==> src/rtl/factorial_pkg.sv <==
// Shared definitions for the factorial accelerator: register offsets,
// FSM state encoding, STATUS bit positions and datapath widths.
package factorial_pkg;

    localparam int MUL_BITS_DFLT = 64;
    localparam int RESULT_W      = 128;

    // Register offsets, decoded from s_addr[5:3]
    localparam logic [2:0] OFS_OPSTART  = 3'd0;
    localparam logic [2:0] OFS_OPCLEAR  = 3'd1;
    localparam logic [2:0] OFS_STATUS   = 3'd2;
    localparam logic [2:0] OFS_INTR_EN  = 3'd3;
    localparam logic [2:0] OFS_OPERAND  = 3'd4;
    localparam logic [2:0] OFS_RESULT_H = 3'd5;
    localparam logic [2:0] OFS_RESULT_L = 3'd6;

    localparam int STATUS_DONE_BIT = 0;
    localparam int STATUS_BUSY_BIT = 1;

    typedef enum logic [1:0] {
        ST_IDLE = 2'b00,
        ST_MUL  = 2'b01,
        ST_DONE = 2'b10
    } state_e;

endpackage

==> src/rtl/factorial_core_mult_seq.sv <==
// mult_seq: sequential shift-add multiplier, 128-bit a times MUL_BITS-bit b,
// product truncated to 128 bits.
//   clk, reset_n : clock and synchronous active-low reset
//   clear        : abort any multiply in progress and clear the result
//   start        : load a/b; iterations run on the following MUL_BITS edges
//   a, b         : operands, sampled on the start edge
//   product      : accumulated product, final once done is high
//   done         : high from the last iteration edge until the next start/clear
module mult_seq
    import factorial_pkg::*;
#(
    parameter int MUL_BITS = MUL_BITS_DFLT
) (
    input  logic                clk,
    input  logic                reset_n,
    input  logic                clear,
    input  logic                start,
    input  logic [RESULT_W-1:0] a,
    input  logic [MUL_BITS-1:0] b,
    output logic [RESULT_W-1:0] product,
    output logic                done
);

    localparam int ITER_W = $clog2(MUL_BITS + 1);

    logic [RESULT_W-1:0] a_q;
    logic [RESULT_W-1:0] acc_q;
    logic [MUL_BITS-1:0] b_q;
    logic [ITER_W-1:0]   iter_q;
    logic                done_q;

    always_ff @(posedge clk) begin
        if (!reset_n || clear) begin
            a_q    <= '0;
            acc_q  <= '0;
            b_q    <= '0;
            iter_q <= '0;
            done_q <= 1'b0;
        end else if (start) begin
            a_q    <= a;
            acc_q  <= '0;
            b_q    <= b;
            iter_q <= ITER_W'(MUL_BITS);
            done_q <= 1'b0;
        end else if (iter_q != '0) begin
            // One multiplier bit per edge, LSB first; bits shifted past
            // bit 127 of a_q are the intended truncation.
            if (b_q[0]) begin
                acc_q <= acc_q + a_q;
            end
            a_q    <= a_q << 1;
            b_q    <= b_q >> 1;
            iter_q <= iter_q - ITER_W'(1);
            done_q <= (iter_q == ITER_W'(1));
        end
    end

    assign product = acc_q;
    assign done    = done_q;

endmodule

==> src/rtl/factorial_core.sv <==
// factorial_core: bus slave computing N! (128-bit truncated) for a 64-bit
// operand by repeated calls to the mult_seq shift-add multiplier.
//   clk, reset_n : clock and synchronous active-low reset
//   s_sel, s_wr  : slave select and write strobe from the bus
//   s_addr       : byte address, register offset in s_addr[5:3]
//   s_din        : write data
//   s_dout       : registered read data, valid the cycle after the read
//   interrupt    : registered intr_en & done
//
// state   | meaning
// IDLE    | waiting for OPSTART
// MUL     | multiply in flight; busy=1
// DONE    | result valid; done=1 until OPCLEAR or reset
module factorial_core
    import factorial_pkg::*;
#(
    parameter int MUL_BITS = MUL_BITS_DFLT
) (
    input  logic        clk,
    input  logic        reset_n,
    input  logic        s_sel,
    input  logic        s_wr,
    input  logic [15:0] s_addr,
    input  logic [63:0] s_din,
    output logic [63:0] s_dout,
    output logic        interrupt
);

    state_e              state_q;
    logic [63:0]         operand_q;
    logic [63:0]         cnt_q;
    logic [RESULT_W-1:0] result_q;
    logic                intr_en_q;
    logic                interrupt_q;
    logic [63:0]         s_dout_q;

    logic [2:0]          ofs;
    logic                wr_en;
    logic                rd_en;
    logic                opstart;
    logic                opclear;
    logic                intr_wr;
    logic                busy;
    logic                done;
    logic [63:0]         cnt_m1;
    logic [63:0]         rd_data;
    logic                interrupt_d;

    logic                mult_start;
    logic [RESULT_W-1:0] mult_a;
    logic [MUL_BITS-1:0] mult_b;
    logic [RESULT_W-1:0] mult_product;
    logic                mult_done;

    logic                unused_addr;

    assign ofs         = s_addr[5:3];
    assign unused_addr = ^{s_addr[15:6], s_addr[2:0]};
    assign wr_en       = s_sel & s_wr;
    assign rd_en       = s_sel & ~s_wr;
    assign opstart     = wr_en && (ofs == OFS_OPSTART) && s_din[0];
    assign opclear     = wr_en && (ofs == OFS_OPCLEAR) && s_din[0];
    assign intr_wr     = wr_en && (ofs == OFS_INTR_EN);
    assign busy        = (state_q == ST_MUL);
    assign done        = (state_q == ST_DONE);
    assign cnt_m1      = cnt_q - 64'd1;

    // Interrupt follows done & intr_en one cycle late, but drops on the
    // same edge that clears either of them.
    assign interrupt_d = done & intr_en_q & ~opclear & ~(intr_wr & ~s_din[0]);

    // Multiplier launch is combinational so a new multiply starts on the
    // very edge the FSM accepts the start or commits the previous product.
    always_comb begin
        mult_start = 1'b0;
        mult_a     = '0;
        mult_b     = '0;
        if (!opclear) begin
            if (state_q == ST_IDLE && opstart && operand_q >= 64'd2) begin
                mult_start = 1'b1;
                mult_a     = RESULT_W'(1);
                mult_b     = MUL_BITS'(operand_q);
            end else if (state_q == ST_MUL && mult_done && cnt_m1 >= 64'd2) begin
                mult_start = 1'b1;
                mult_a     = mult_product;
                mult_b     = MUL_BITS'(cnt_m1);
            end
        end
    end

    always_comb begin
        rd_data = '0;
        case (ofs)
            OFS_STATUS: begin
                rd_data[STATUS_DONE_BIT] = done;
                rd_data[STATUS_BUSY_BIT] = busy;
            end
            OFS_INTR_EN:  rd_data[0] = intr_en_q;
            OFS_OPERAND:  rd_data    = operand_q;
            OFS_RESULT_H: rd_data    = result_q[127:64];
            OFS_RESULT_L: rd_data    = result_q[63:0];
            default:      rd_data    = '0;
        endcase
    end

    always_ff @(posedge clk) begin
        if (!reset_n) begin
            state_q     <= ST_IDLE;
            operand_q   <= '0;
            cnt_q       <= '0;
            result_q    <= '0;
            intr_en_q   <= 1'b0;
            interrupt_q <= 1'b0;
            s_dout_q    <= '0;
        end else begin
            s_dout_q    <= rd_en ? rd_data : 64'd0;
            interrupt_q <= interrupt_d;

            if (intr_wr) begin
                intr_en_q <= s_din[0];
            end
            if (wr_en && ofs == OFS_OPERAND && !busy) begin
                operand_q <= s_din;
            end

            if (opclear) begin
                state_q  <= ST_IDLE;
                cnt_q    <= '0;
                result_q <= '0;
            end else begin
                case (state_q)
                    ST_IDLE: begin
                        if (opstart) begin
                            result_q <= RESULT_W'(1);
                            cnt_q    <= operand_q;
                            state_q  <= (operand_q < 64'd2) ? ST_DONE : ST_MUL;
                        end
                    end
                    ST_MUL: begin
                        if (mult_done) begin
                            result_q <= mult_product;
                            cnt_q    <= cnt_m1;
                            if (cnt_m1 < 64'd2) begin
                                state_q <= ST_DONE;
                            end
                        end
                    end
                    ST_DONE: ;
                    default: state_q <= ST_IDLE;
                endcase
            end
        end
    end

    assign s_dout    = s_dout_q;
    assign interrupt = interrupt_q;

    mult_seq #(
        .MUL_BITS (MUL_BITS)
    ) u_mult (
        .clk     (clk),
        .reset_n (reset_n),
        .clear   (opclear),
        .start   (mult_start),
        .a       (mult_a),
        .b       (mult_b),
        .product (mult_product),
        .done    (mult_done)
    );

endmodule

==> config.mk <==
export PLATFORM = sky130hd
export DESIGN_NAME = factorial_core
export DESIGN_NICKNAME = d
export VERILOG_FILES = /design/src/rtl/factorial_pkg.sv /design/src/rtl/factorial_core_mult_seq.sv /design/src/rtl/factorial_core.sv
export SDC_FILE = /design/constraint.sdc
export NUM_CORES = 2
export LEC_CHECK = 0
export ABC_AREA = 1
export ABC_CLOCK_PERIOD_IN_PS = 3500
export BUFFER_PORTS_ARGS = -buffer_cell sky130_fd_sc_hd__buf_2
export CAP_MARGIN = 20
export CORE_MARGIN = 2
export CORE_UTILIZATION = 40
export CTS_CLUSTER_SIZE = 25
export DETAILED_ROUTE_END_ITERATION = 10
export PLACE_DENSITY_LB_ADDON = 0.08
export SLEW_MARGIN = 40
export SYNTH_ARGS = -nofsm -noshare
export SYNTH_HDL_FRONTEND = slang
export SYNTH_HIERARCHICAL = 1
export SYNTH_SLANG_ARGS = --single-unit
==> constraint.sdc <==
create_clock -name clk -period 3.5 [get_ports clk]
set_input_delay 0.175 -clock clk [delete_from_list [all_inputs] [get_ports clk]]
set_output_delay 0.175 -clock clk [all_outputs]
set_load 0.1 [all_outputs]
# ---- Word-level counts from Yosys, hierarchy flattened
# Cells that the tools add are included.
dict set report totals {
  register_bits 652
  input_bits 84
  output_inout_bits 65
  wordCells 98
}
dict set report op_classes {
  add_sub_neg 3
  magnitude_cmp 4
  eq_ne 12
  n_mux 29
  n_bitwise 12
  reduce_logical 25
}
# op n
set ops {}
lappend ops {{$mux 128} 7}
lappend ops {{$mux 64} 7}
lappend ops {{$pmux 128 s2} 1}
lappend ops {{$pmux 62 s3} 1}
lappend ops {{$add 128x128->128} 1}
lappend ops {{$ge 64x2->1 const B} 2}
lappend ops {{$lt 64x2->1 const B} 2}
lappend ops {{$pmux 64 s2} 1}
lappend ops {{$sub 64x1->64 const B} 1}
lappend ops {{$mux 7} 2}
lappend ops {{$logic_and 1x1->1} 11}
lappend ops {{$eq 3x3->1 const B} 3}
lappend ops {{$mux 2} 4}
lappend ops {{$eq 7x1->1 const B} 1}
lappend ops {{$reduce_bool 7->1} 1}
lappend ops {{$sub 7x1->7 const B} 1}
lappend ops {{$and 1x1->1} 6}
lappend ops {{$eq 3x2->1 const B} 2}
lappend ops {{$not 1->1} 6}
lappend ops {{$pmux 2 s3} 1}
lappend ops {{$pmux 1 s5} 1}
lappend ops {{$ne 2x1->1 const B} 2}
lappend ops {{$pmux 1 s4} 1}
lappend ops {{$reduce_and 2->1} 2}
lappend ops {{13 further kinds} 18}

# ---- Logic depth before layout (Yosys ltp)
dict set report logic_depth {
  depth_word 8
  depth_mapped 27
  depth_no_buf 22
}

# ---- Modules after synthesis
# The synthesis kept the hierarchy.
# module instances cells_each area_per_inst_um2 seq_area_each_um2
set modules_own_cells {}
lappend modules_own_cells {mult_seq 1 5026 27081.0 6566.3}
lappend modules_own_cells {factorial_core 1 2524 17322.9 6486.2}

# ---- Worst setup path before layout
# No wires, ideal clock.
dict set report synth_path {
  kind {register to register}
  start {reg cnt_q[0]}
  end {reg u_mult.acc_q[3] (netlist: u_mult/product[3])}
  setup_time_ns 0.080
  arrival_ns 3.378
  t_required_ns 3.420
  slack_ns 0.042
  path_stages_with_launch 24
  n_path_buf 5
  synth_period_minus_slack_ns 3.458
  cell_sequence {dfxtp_1 -> inv_2 -> ha_1 -> nand2_2 -> nor2_8 -> nand2_4 -> nor2_4 -> nor2_1 -> nor2_2 -> nand3_1 -> nor2_1 -> nand3_1 -> nor2_2 -> nand3_4 -> nand2_4 -> buf_6 -> buf_8 -> a21oi_1 -> clkbuf_1 -> nor2_1 -> inv_2 -> clkbuf_1 -> clkbuf_1 -> a211oi_2}
}
dict set report synth_between {
  elab_chain_cells 7
}
# item line_no
set synth_rtl {}
lappend synth_rtl {{start, declared} factorial_core.sv:31} ;# logic [63:0] cnt_q;
lappend synth_rtl {{start signal, assigned} factorial_core.sv:135} ;# cnt_q <= operand_q;
lappend synth_rtl {{start signal, assigned} factorial_core.sv:142} ;# cnt_q <= cnt_m1;
lappend synth_rtl {{$sub 64x1->64} factorial_core.sv:66} ;# assign cnt_m1 = cnt_q - 64'd1;
lappend synth_rtl {{$ge 64x2->1} factorial_core.sv:83} ;# end else if (state_q == ST_MUL && mult_done && cnt_m1 >= 64'd2) begin
lappend synth_rtl {{$logic_and 1x1->1} factorial_core.sv:83}
lappend synth_rtl {{$mux 1} factorial_core.sv:83}
lappend synth_rtl {{$mux 1} factorial_core.sv:79} ;# if (state_q == ST_IDLE && opstart && operand_q >= 64'd2) begin
lappend synth_rtl {{$mux 1} factorial_core.sv:78} ;# if (!opclear) begin
lappend synth_rtl {{named net mult_start} factorial_core.sv:49} ;# logic mult_start;
lappend synth_rtl {{$reduce_or 2->1 (no line)} --}
lappend synth_rtl {{end signal, assigned} factorial_core_mult_seq.sv:49} ;# acc_q <= acc_q + a_q;
lappend synth_rtl {{end, declared} factorial_core_mult_seq.sv:27} ;# logic [RESULT_W-1:0] acc_q;
# The timed path passes the listed nets, and every way through them passes these cells.
# A chain may end at the register's enable or synchronous reset.

# ---- Worst setup path after layout
dict set report layout_path {
  start {reg cnt_q[6]}
  end {reg u_mult.a_q[2]}
}
dict set report layout_between {
  elab_chain_cells 7
  elab_cells_between_ends 11
  cone_classes {1 x add/sub; 1 x order compare; 7 x mux; 2 x reduce/logical}
}
# item line_no
set layout_rtl {}
lappend layout_rtl {{$sub 64x1->64 (*)} factorial_core.sv:66}
lappend layout_rtl {{$ge 64x2->1 (*)} factorial_core.sv:83}
lappend layout_rtl {{$logic_and 1x1->1 (*)} factorial_core.sv:83}
lappend layout_rtl {{$mux 1 (*)} factorial_core.sv:83}
lappend layout_rtl {{$mux 1 (*)} factorial_core.sv:79}
lappend layout_rtl {{$mux 1 (*)} factorial_core.sv:78}
lappend layout_rtl {{named net mult_start} factorial_core.sv:49}
lappend layout_rtl {{$mux 128 or $reduce_bool 2->1 (tied branches)} --}
lappend layout_rtl {{end signal, assigned} factorial_core_mult_seq.sv:51} ;# a_q <= a_q << 1;
lappend layout_rtl {{end, declared} factorial_core_mult_seq.sv:26} ;# logic [RESULT_W-1:0] a_q;
# The timed path passes the listed nets; every way through them passes the cells marked *.

==> parameters.txt <==
Parameter                              Value

STA
  Setup_tns ... 0 ns
  Count of final hold-check violations ... 0
  PnR worst setup slack ... 0.129 ns
  Post-route clock period utilization ... 96.3%
  Unrepaired setup endpoints after global routing ... true
  Time the worst path needs with I/O delays and setup ... 3.37 ns
  Final worst hold slack ... 0.0606 ns
  Max-slew headroom ... 45.0%
  Highest clock rate ... 297 MHz
  Final count of negative-setup-slack endpoints ... 0
  Actual slew at the worst max-slew pin ... 0.825 ns
  Total count of max-transition violations in the final report ... 0
  Largest clock skew in the final design ... 0.0642 ns

GRT
  Global-route wire length before repair ... 284000 um
  Overall routing resource usage ... 33.5%
  Initial antenna violation count ... 4
  Number of global-route vias before repair ... 44200
  Leftover overflow at the end of global routing ... 0
  Largest net degree at the start of global routing ... 98

Clock tree
  CTS clock-pin slew for the worst setup and hold paths ... 0.07 ns
  Worst-skew pair later-pin latency ... 0.71 ns
  TritonCTS clock tree ... built
  Root Buffer ... sky130_fd_sc_hd__clkbuf_16
  Clock buffers created by TritonCTS ... 83
  Maximum level of the CTS H-tree ... 3
  Maximum buffer depth of the clock tree ... 3
  Sinks on the clock net ... 652

Floorplan
  # IOs ... 149
  Width of the die ... 337 um
  Core area ... 0.110 mm^2
  Die outline area ... 0.114 mm^2
  Chip Height ... 337 um
  Starting density of the core ... 40.2%
  Floorplan row count ... 122

Power and ir drop
  Power per Cell Area ... 572 mW/mm^2
  Worst IR Drop VDD ... 660 uV
  Sum of internal, switching and leakage power ... 29.6 mW
  Leakage ... 24.9 nW

Yosys
  Number of cells produced by synthesis ... 7550
  Post-synth design cell area ... 0.0444 mm^2
  Mean Syn Cell Area ... 5.88 um^2
  Flip-flop cell with the highest count after synthesis ... sky130_fd_sc_hd__dfxtp_1
  Cell type contributing the most total cell area after synthesis ... sky130_fd_sc_hd__dfxtp_1
  Ranking of synthesized cells by area ... sky130_fd_sc_hd__dfxtp_1, sky130_fd_sc_hd__nand2_1, sky130_fd_sc_hd__inv_1
  Sequential element share of the synthesized area ... 29.4%
  Cell with the most instances after synthesis ... sky130_fd_sc_hd__nand2_1
  Number of synthesized flops with an enable pin ... 0
  Synth async-reset ratio ... 0%
  Portion of synthesized cell area occupied by the leading cell type ... 29.4%
  Syn_nets ... 7766
  Leading post-synthesis cells by instance count ... sky130_fd_sc_hd__nand2_1, sky130_fd_sc_hd__inv_1, sky130_fd_sc_hd__nor2_1
  Total of flip-flops plus latches after synthesis ... 652
  Warnings from Yosys ... 6
  Count of distinct cell types in the synthesized netlist ... 47

Min path
  Hold Path Cell Cnt ... 3
  Worst min path class ... in2reg
  Hold path startpoint ... reset_n
  Worst hold path endpoint ... operand_q[0]

Detailed routing
  Routed Antenna Nets ... 0
  DRC Markers ... 0
  Final wirelength ... 196000 um
  Starting DRC count in detailed routing ... 3863
  Via total after detailed routing ... 47500
  Vias per cell ... 5.11
  Final routed wire length divided by cell count ... 21.1 um
  First drt pass iteration count ... 6

Place
  Final RePlAce weighted congestion ... 1.00
  DP Wirelength ... 153000 um
  Pre-CTS WS ... -0.0269 ns
  Port Buf Inserts ... 135
  Number of cells in the design after placement ... 9057
  Placed instance area ... 0.0475 mm^2

Critical path
  Crit Reg-Reg Endpoint ... u_mult/a_q[2]
  Category of the worst setup path launch point ... register
  Chain of cells forming the critical path ... nor2_2 > buf_4 > nand2_2 > nor2_4 > nand2_2 > nor2_4 > nand3_1 > nand2_1 > nand2_1 > nor2_2 > nand3_2 > nor2_4 > nand3_4 > nand2_8 > a21oi_4 > buf_12 > nor2_4 > buf_4 > clkbuf_16 > clkbuf_16 > nand2_1 > a31oi_1
  Most common cell type on the critical path ... sky130_fd_sc_hd__nor2_4
  Crit path arrival time ... 3.95 ns
  Delay of the slowest cell on the worst path ... 0.37 ns
  Startpoint-to-endpoint class of the critical path ... reg2reg
  Slowest-stage cell, CP ... sky130_fd_sc_hd__dfxtp_2
  Worst R2R Setup Slack ... 0.13 ns
  Required time of the critical path ... 4.08 ns
  Depth of the worst register-to-register path ... 22
  RR Startpoint ... cnt_q[6]
  CP max FO ... 9
  Capturing element type of the critical path ... register

Layout
  Post-layout net count ... 7956
  FILL cells ... 12000
  Final Non-Filler Cells ... 9298
  Core Util, Final ... 46.8%
  Final design area excluding fillers ... 0.0517 mm^2
  Share of final-layout standard cells stronger than drive strength 1 ... 9.76%
  Area growth from synthesis to layout ... 16.4%

Job
  Number of max-cap violations ... 0

Status
  Status ... complete, no violations
## kinds of logic (layout without fill, tap and decap cells)
logic type	after synthesis	after routing	synth area share (%)
AOI/OAI and AO/OA	808	808	10.4
xor gates and xnor gates	75	75	1.48
adders and majority gates	132	132	3.74
buffers and inverters	1509	1765	13.5
DFF	652	652	29.4
other	0	3	0
and+or+nand+nor	4374	4375	41.5
## worst max path at each step
stage,startpoint,to,cells past startpoint
after floorplan,cnt_q[0],u_mult/product[3],23
after global placement,cnt_q[6],u_mult/a_q[123],20
after detailed placement,cnt_q[6],u_mult/a_q[11],20
after CTS,cnt_q[0],u_mult/a_q[3],23
after global routing,cnt_q[6],u_mult/a_q[46],21
final,cnt_q[6],u_mult/a_q[2],22
## cell type report
cell class | instances | area [um^2] | area share, %
clock inverter | 38 | 478 | 0.925
antenna | 3 | 7.51 | 0.0145
tap | 1488 | 1860 | 3.60
clock buffer | 114 | 2430 | 4.70
inverter | 1207 | 4560 | 8.83
sequential | 652 | 13100 | 25.3
timing repair buffer | 406 | 3550 | 6.88
multi-input combinational | 5390 | 25700 | 49.8
## report_power, final
| group | switching [mW] | leakage, nW | internal (mW) |
|---|---|---|---|
| Combinational | 8.58 | 18.2 | 3.89 |
| Sequential | 0.280 | 5.26 | 7.63 |
| Clock | 3.72 | 1.42 | 5.47 |
## cell usage in the layout (no fill, tap or decap), types with 86 or more instances in the layout
cell type	instances
sky130_fd_sc_hd__nand2_1	2855
sky130_fd_sc_hd__inv_1	1178
sky130_fd_sc_hd__nor2_1	813
sky130_fd_sc_hd__dfxtp_1	649
sky130_fd_sc_hd__nand3_1	359
sky130_fd_sc_hd__a21oi_1	342
sky130_fd_sc_hd__a31oi_1	193
sky130_fd_sc_hd__buf_4	153
sky130_fd_sc_hd__buf_2	135
sky130_fd_sc_hd__ha_1	130
sky130_fd_sc_hd__nor3b_2	119
sky130_fd_sc_hd__o21ai_0	109
sky130_fd_sc_hd__clkbuf_16	90
sky130_fd_sc_hd__o211ai_1	86
## per-layer routing
metal	vias to the layer above	global-route usage (%)	part of all wire, %
met5	-	0	0
met4	0	15.1	5.0
met3	356	4.80	6.1
met2	1455	55.9	46
met1	22000	42.6	43
li1	23700	-	-
## registers in the layout (all words and copies together), names as in the netlist
| signal | flops |
|---|---|
| u_mult/b_q | 64 |
| interrupt | 1 |
| s_dout | 64 |
| operand_q | 64 |
| intr_en_q | 1 |
| u_mult/done | 1 |
| state_q | 2 |
| cnt_q | 64 |
| u_mult/product | 128 |
| u_mult/iter_q | 7 |
| result_q | 128 |
| u_mult/a_q | 128 |
## repair_timing
item	in CTS	in global routing
hold buffers	67	0
buffers inserted	3	9
setup endpoints to repair	74	295
gates cloned	1	6
hold endpoints to repair	65	0
resized for setup	5	83
pin swaps	3	19
## worst max-delay path, delay by kind of cell (launching register included)
family	cells	cell delay (ns)
simple gates	15	1.91
buf+inv	5	0.79
flops	1	0.37
compound gates	2	0.20
Power figures use the tool's default switching activity.
